==> src/rtl/cpu_pkg.sv <==
// Shared execute-stage definitions: datapath width, mul/div op encodings and FSM states.
package cpu_pkg;

  localparam int unsigned XLEN  = 32;
  localparam int unsigned ITERS = 32;

  localparam logic [1:0] OP_MULLO = 2'b00;
  localparam logic [1:0] OP_MULHI = 2'b01;
  localparam logic [1:0] OP_DIVU  = 2'b10;
  localparam logic [1:0] OP_REMU  = 2'b11;

  typedef enum logic [1:0] {
    IDLE = 2'b00,
    CALC = 2'b01,
    DONE = 2'b10
  } state_t;

endpackage

==> src/rtl/mul_div_unit.sv <==
// Iterative unsigned 32-bit multiply/divide; one shift-add or restoring-divide step
// per cycle on a shared 64-bit working register, result issued as a writeback request.
module mul_div_unit
  import cpu_pkg::*;
#(
  parameter int unsigned XLEN = cpu_pkg::XLEN
) (
  input  logic            clk,
  input  logic            rst,
  input  logic            start,
  input  logic [1:0]      op,
  input  logic [XLEN-1:0] a,
  input  logic [XLEN-1:0] b,
  input  logic [4:0]      dest,
  output logic            busy,
  output logic            done,
  output logic [XLEN-1:0] result,
  output logic            wb_regwrite,
  output logic [4:0]      wb_wa
);

  localparam int unsigned WW = 2 * XLEN;
  localparam int unsigned CW = $clog2(ITERS);

  state_t          state;
  logic [CW-1:0]   cnt;
  logic [1:0]      op_q;
  logic [XLEN-1:0] b_q;
  logic [4:0]      dest_q;
  logic [WW-1:0]   work;
  logic [WW-1:0]   work_nxt;
  logic [XLEN:0]   acc;

  // Multiply: {product_hi, multiplier}. Divide: {remainder, dividend -> quotient}.
  always_comb begin
    work_nxt = work;
    acc      = '0;
    if (op_q == OP_MULLO || op_q == OP_MULHI) begin
      acc      = {1'b0, work[WW-1:XLEN]} + (work[0] ? {1'b0, b_q} : {(XLEN+1){1'b0}});
      work_nxt = {acc, work[XLEN-1:1]};
    end else begin
      acc = work[WW-1:XLEN-1];
      if (acc >= {1'b0, b_q}) begin
        work_nxt = {acc[XLEN-1:0] - b_q, work[XLEN-2:0], 1'b1};
      end else begin
        work_nxt = {work[WW-2:0], 1'b0};
      end
    end
  end

  always_ff @(posedge clk) begin
    if (rst) begin
      state       <= IDLE;
      cnt         <= '0;
      op_q        <= OP_MULLO;
      b_q         <= '0;
      dest_q      <= '0;
      work        <= '0;
      busy        <= 1'b0;
      done        <= 1'b0;
      result      <= '0;
      wb_regwrite <= 1'b0;
      wb_wa       <= '0;
    end else begin
      case (state)
        IDLE: begin
          if (start) begin
            op_q   <= op;
            b_q    <= b;
            dest_q <= dest;
            cnt    <= '0;
            work   <= {{XLEN{1'b0}}, a};
            busy   <= 1'b1;
            // Divide by zero skips the iterations and produces the defined result directly.
            if ((op == OP_DIVU || op == OP_REMU) && b == '0) begin
              state       <= DONE;
              done        <= 1'b1;
              wb_regwrite <= (dest != 5'd0);
              wb_wa       <= dest;
              result      <= (op == OP_REMU) ? a : {XLEN{1'b1}};
            end else begin
              state <= CALC;
            end
          end
        end
        CALC: begin
          work <= work_nxt;
          if (cnt == CW'(ITERS - 1)) begin
            state       <= DONE;
            done        <= 1'b1;
            wb_regwrite <= (dest_q != 5'd0);
            wb_wa       <= dest_q;
            result      <= (op_q == OP_MULHI || op_q == OP_REMU) ?
                           work_nxt[WW-1:XLEN] : work_nxt[XLEN-1:0];
          end else begin
            cnt <= CW'(cnt + 1'b1);
          end
        end
        DONE: begin
          state       <= IDLE;
          done        <= 1'b0;
          wb_regwrite <= 1'b0;
          busy        <= 1'b0;
        end
        default: begin
          state       <= IDLE;
          done        <= 1'b0;
          wb_regwrite <= 1'b0;
          busy        <= 1'b0;
        end
      endcase
    end
  end

endmodule

==> config.mk <==
export PLATFORM = sky130hd
export DESIGN_NAME = mul_div_unit
export DESIGN_NICKNAME = d
export VERILOG_FILES = /design/src/rtl/cpu_pkg.sv /design/src/rtl/mul_div_unit.sv
export SDC_FILE = /design/constraint.sdc
export NUM_CORES = 1
export LEC_CHECK = 0
export ABC_AREA = 1
export BUFFER_PORTS_ARGS = -buffer_cell sky130_fd_sc_hd__buf_2
export CORE_ASPECT_RATIO = 0.5
export CORE_MARGIN = 1.5
export CORE_UTILIZATION = 40
export CTS_BUF_LIST = sky130_fd_sc_hd__clkbuf_16
export DETAILED_ROUTE_END_ITERATION = 16
export MAX_ROUTING_LAYER = met4
export PLACE_DENSITY_LB_ADDON = 0.08
export SLEW_MARGIN = 10
export SYNTH_ARGS = -nofsm -noshare
export SYNTH_HDL_FRONTEND = slang
export SYNTH_SLANG_ARGS = --single-unit
==> constraint.sdc <==
create_clock -name clk -period 3.6 [get_ports clk]
set_clock_uncertainty 0.15 [all_clocks]
set_input_delay 0.72 -clock clk [delete_from_list [all_inputs] [get_ports clk]]
set_output_delay 0.72 -clock clk [all_outputs]
set_load 0.02 [all_outputs]
# Word-level counts from Yosys, hierarchy flattened
# Cells that the tools add are included.
# word_totals
regBits,150
inputBits,74
out_inout_bits,40
wordCells,75
# classes
n_addsub,3
magnitude_cmp,1
eq_ne,10
muxes,32
bitwise,1
n_reduce_logical,17
# ops
op,count
$mux 32,6
$mux 64,3
$pmux 64 s2,1
$pmux 32 s2,1
$add 32x32->33,1
$ge 33x32->1,1
$logic_not 32->1,1
$sub 32x32->32,1
$mux 5,5
$pmux 5 s2,2
$reduce_bool 5->1,2
$ne 2x2->1 const B,4
$reduce_and 2->1,4
$mux 1,7
$eq 2x2->1 const B,3
$mux 2,3
$pmux 1 s2,3
$reduce_and 3->1,2
$add 5x1->5 const B,1
$eq 5x5->1 const B,1
$eq 2x1->1 const B,2
$logic_not 2->1,2
$pmux 2 s2,1
$reduce_and 4->1,1
other kinds (4),6

# Longest topological paths before layout
# depth
depth_word,6
ltp_mapped,21
depth_no_buf,19

# Worst setup path after synthesis
# No wires, ideal clock.
# synth_path
path_kind,reg-to-reg
start,register work[0]
end,register result[29]
setup_ns,0.117
arrival_ns,2.472
required_ns,3.333
path_slack_ns,0.861
path_stages_with_launch,22
path_buffers,2
synth_period_minus_slack_ns,2.739
path_cell_list,dfxtp_1 -> clkbuf_1 -> clkbuf_1 -> nand2_1 -> inv_1 -> ha_1 -> inv_1 -> fa_1 -> inv_1 -> nand3_1 -> nand2_1 -> nand2_1 -> nand2_1 -> nand3_1 -> nand2_1 -> nand2_1 -> nand2_1 -> nand2_1 -> nand3_1 -> nand3_1 -> nand2_1 -> a21oi_1
# synth_via
elab_chain_len,6
# synth_rtl
element,line,source
from (decl),mul_div_unit.sv:30,logic [WW-1:0] work;
from (signal assigned),mul_div_unit.sv:72,"work <= {{XLEN{1'b0}}, a};"
from (signal assigned),mul_div_unit.sv:87,work <= work_nxt;
$mux 32,mul_div_unit.sv:39,"acc = {1'b0, work[WW-1:XLEN]} + (work[0] ? {1'b0, b_q} : {(XLEN+1){1'b0}});"
$add 32x32->33,mul_div_unit.sv:39,
$mux 64,mul_div_unit.sv:38,if (op_q == OP_MULLO || op_q == OP_MULHI) begin
$mux 32,mul_div_unit.sv:93,result <= (op_q == OP_MULHI || op_q == OP_REMU) ?
$mux 32,mul_div_unit.sv:88,if (cnt == CW'(ITERS - 1)) begin
$pmux 32 s2,mul_div_unit.sv:65,case (state)
to (signal assigned),mul_div_unit.sv:80,result <= (op == OP_REMU) ? a : {XLEN{1'b1}};
to (signal assigned),mul_div_unit.sv:93,
to (decl),mul_div_unit.sv:17,"output logic [XLEN-1:0] result,"
# No other way between the ends. The select of a mux whose other input is x is not followed.
# A chain may end at the register's enable or synchronous reset.

# Final worst setup path
# layout_path
start,register work[0]
end,register result[18]
# Same word-level chain as after synthesis.

==> flow_metrics.env <==
export IMPL_netlist_instances=2147
export IMPL_clk_latency_ns=0.46
export IMPL_cts_tree="done"
export IMPL_vdd_drop_max_v=0.000316
export IMPL_ys_warnings_count=0
export IMPL_cts_buffer_depth=2
export IMPL_startpoint_type="flop"
export IMPL_status="finished clean"
export IMPL_hold_viol_final=0
export IMPL_post_drt_wl_per_cell_um=19.7
export IMPL_cp_data_arrival_time_ns=3.52
export IMPL_gr_total_overflow=0
export IMPL_clock_root_buffer="clkbuf_16"
export IMPL_die_y_um=129
export IMPL_grt_pass1_vias=13100
export IMPL_rsz0062_at_grt="false"
export IMPL_period_needed_ns=3.33
export IMPL_syn_to_final_growth_pct=13.3
export IMPL_grt_max_degree=142
export IMPL_grt_pass1_wl_mm=79.4
export IMPL_syn_area_per_cell_um2=5.91
export IMPL_power_mw=5.68
export IMPL_die_area_um2=32800
export IMPL_portBuffers=113
export IMPL_layout_drive_gt1_share_pct=10.9
export IMPL_fmax_ghz=0.301
export IMPL_setup_viol=0
export IMPL_r2r_cells=15
export IMPL_clkTransAtPathRegs_ns=0.07
export IMPL_cts_buffers=17
export IMPL_finalWirelength_mm=52.6
export IMPL_hold_ws_ns=0.326
export IMPL_r2r_end="result[18]"
export IMPL_end_kind="flop"
export IMPL_start_util_pct=41.2
export IMPL_hold_depth=2
export IMPL_critPathRequiredTime_ns=3.80
export IMPL_worstPathMaxFanout=32
export IMPL_postCtsHoldBufs=0
export IMPL_drv_slew=0
export IMPL_hold_end="busy"
export IMPL_syn_num_nets=2289
export IMPL_postRouteAntennaNets=0
export IMPL_post_cts_setup_buffers=0
export IMPL_via_count=14300
export IMPL_maxCapViolations=0
export IMPL_hp_class="reg -> reg"
export IMPL_use_met1_pct=48.8
export IMPL_track_usage_pct=33.4
export IMPL_slew_headroom_pct=45.6
export IMPL_layout_nets=2376
export IMPL_detail_route_vias_per_cell=5.35
export IMPL_r2r_slack_ns=0.27
export IMPL_dp_hpwl_mm=40.9
export IMPL_busiest_layer="met1"
export IMPL_cts_sinks=150
export IMPL_core_um2=30700
export IMPL_ys_types=49
export IMPL_syn_cell_area_um2=12700
export IMPL_placementRows=45
export IMPL_firstDrtPassIters=7
export IMPL_reg2reg_from="work[0]"
export IMPL_io_pins=114
export IMPL_cts_resized=0
export IMPL_synth_seq_area_share_pct=23.7
export IMPL_place_congestion=1.04
export IMPL_antenna_found_initial=3
export IMPL_drcViolationCount=0
export IMPL_cts_htree_levels=4
export IMPL_finalSetupTns_ns=0
export IMPL_hold_path_startpoint="busy"
export IMPL_die_x_um=255
export IMPL_drtIter0Drc=1374
export IMPL_crit_type="reg -> reg"
export IMPL_powerDensity_nw_per_um2=395
export IMPL_fin_crit_sh_pct=92.4
export IMPL_met3_usage_pct=9.27
export IMPL_met2_usage_pct=44.9
export IMPL_synth_seq_cells=150
export IMPL_worst_pin_slew_ns=0.816
export IMPL_leakagePower_nw=7.49
[critical path, stage by stage, from the launching register on]
cell	delay, ns
dfxtp_1	0.35
buf_12	0.19
nand2_1	0.08
inv_1	0.07
ha_1	0.37
nand2_1	0.12
nor2_1	0.20
inv_1	0.15
nor2_1	0.25
nand4_1	0.30
nand3_1	0.18
nand2_1	0.06
nand3_1	0.11
nand4_1	0.37
nand2_1	0.16
a21oi_1	0.07
[synthesized netlist by cell type (all sizes together)]
library cell / instances / area [µm²]
clkbuf: 55 / 206
a21oi: 168 / 848
inv: 326 / 1220
nand4: 67 / 463
a41oi: 1 / 8.76
a21boi: 1 / 7.51
mux2i: 30 / 300
o31ai: 1 / 7.51
o21bai: 19 / 143
a31oi: 1 / 6.26
xor2: 15 / 131
fa: 2 / 40.0
or2: 4 / 25.0
ha: 66 / 826
clkinv: 1 / 3.75
a211oi: 1 / 7.51
dfxtp: 150 / 3000
nor4: 3 / 18.8
o211a: 1 / 10.0
nand3: 145 / 786
nor3: 10 / 61.3
o22ai: 33 / 206
o21ai: 147 / 736
nand2: 653 / 2490
buf: 31 / 183
o21a: 3 / 22.5
a21o: 1 / 7.51
nor3b: 1 / 7.51
o211ai: 1 / 7.51
nand3b: 11 / 82.6
and2: 6 / 37.5
nor2: 193 / 771
[sequential cells by signal, indices dropped and copies added (netlist names)]
register     flops
state            2
dest_q           5
op_q             2
b_q             32
wb_wa            5
busy             1
result          32
cnt              5
wb_regwrite      1
done             1
work            64
[stage by stage]
| stage | cells | worst slack (ns) | utilization, % | instance area (µm²) |
|---|---|---|---|---|
| floorplan | 2147 | 0.861 | - | 12700 |
| global placement | 2638 | 0.413 | 44.8 | 13800 |
| detailed placement | 2638 | 0.391 | 44.8 | 13800 |
| CTS | 2670 | 0.391 | 46.7 | 14400 |
| global route | 2672 | 0.0272 | 46.7 | 14400 |
| finish | 2672 | 0.273 | 46.7 | 14400 |
[worst max path at each step]
stage	startpoint	end	slack (ns)	cells past startpoint
floorplan	work[0]	result[29]	0.86	21
detailed placement	work[32]	result[13]	0.39	15
CTS	work[32]	result[13]	0.39	15
global placement	work[32]	result[13]	0.41	15
global route	work[32]	result[13]	0.03	15
finish	work[0]	result[18]	0.27	15
[power breakdown]
part | switching [mW] | internal [mW] | total [mW]
registers | 0.120 | 1.81 | 1.93
clock network | 0.907 | 0.988 | 1.89
logic | 1.30 | 0.554 | 1.85
total | 2.32 | 3.35 | 5.68
[kinds of logic after synthesis]
kind of cell	share of synthesized area [%]
adders and majority gates	6.83
DFF	23.7
muxes	2.37
AOI/OAI and AO/OA	15.9
and+or+nand+nor	37.4
xor gates and xnor gates	1.04
buffers and inverters	12.7
[cells in the final DEF (no fill, tap or decap), types with 4 or more instances in the layout]
master and count:
a21oi_1 166, and2_1 5, buf_12 6, buf_2 113, buf_4 35, clkbuf_16 17, clkinv_4 4, dfxtp_1 149
ha_1 66, inv_1 312, inv_2 15, inv_8 6, mux2i_1 30, nand2_1 643, nand2_2 8, nand3_1 133
nand3_2 12, nand3b_1 11, nand4_1 60, nand4_2 7, nor2_1 184, nor2_2 6, nor3_1 9, o21ai_0 112
o21ai_1 35, o21bai_1 19, o22ai_1 33, or2_2 4, xor2_1 15
[cell type report]
type	instances	area, µm²
timing repair buffer	154	948
inverter	327	1230
clock buffer	17	425
fill	3403	16400
tap	423	529
multi-input combinational	1584	8060
antenna	2	5.00
clock inverter	15	166
sequential	150	3010
[layer usage]
metal | part of all wire [%] | wire length, µm
met1 | 50 | 26200
met2 | 39 | 20500
met3 | 10 | 5360
met4 | 1.2 | 607
met5 | 0 | 0
(Power assumes the default switching activity.)
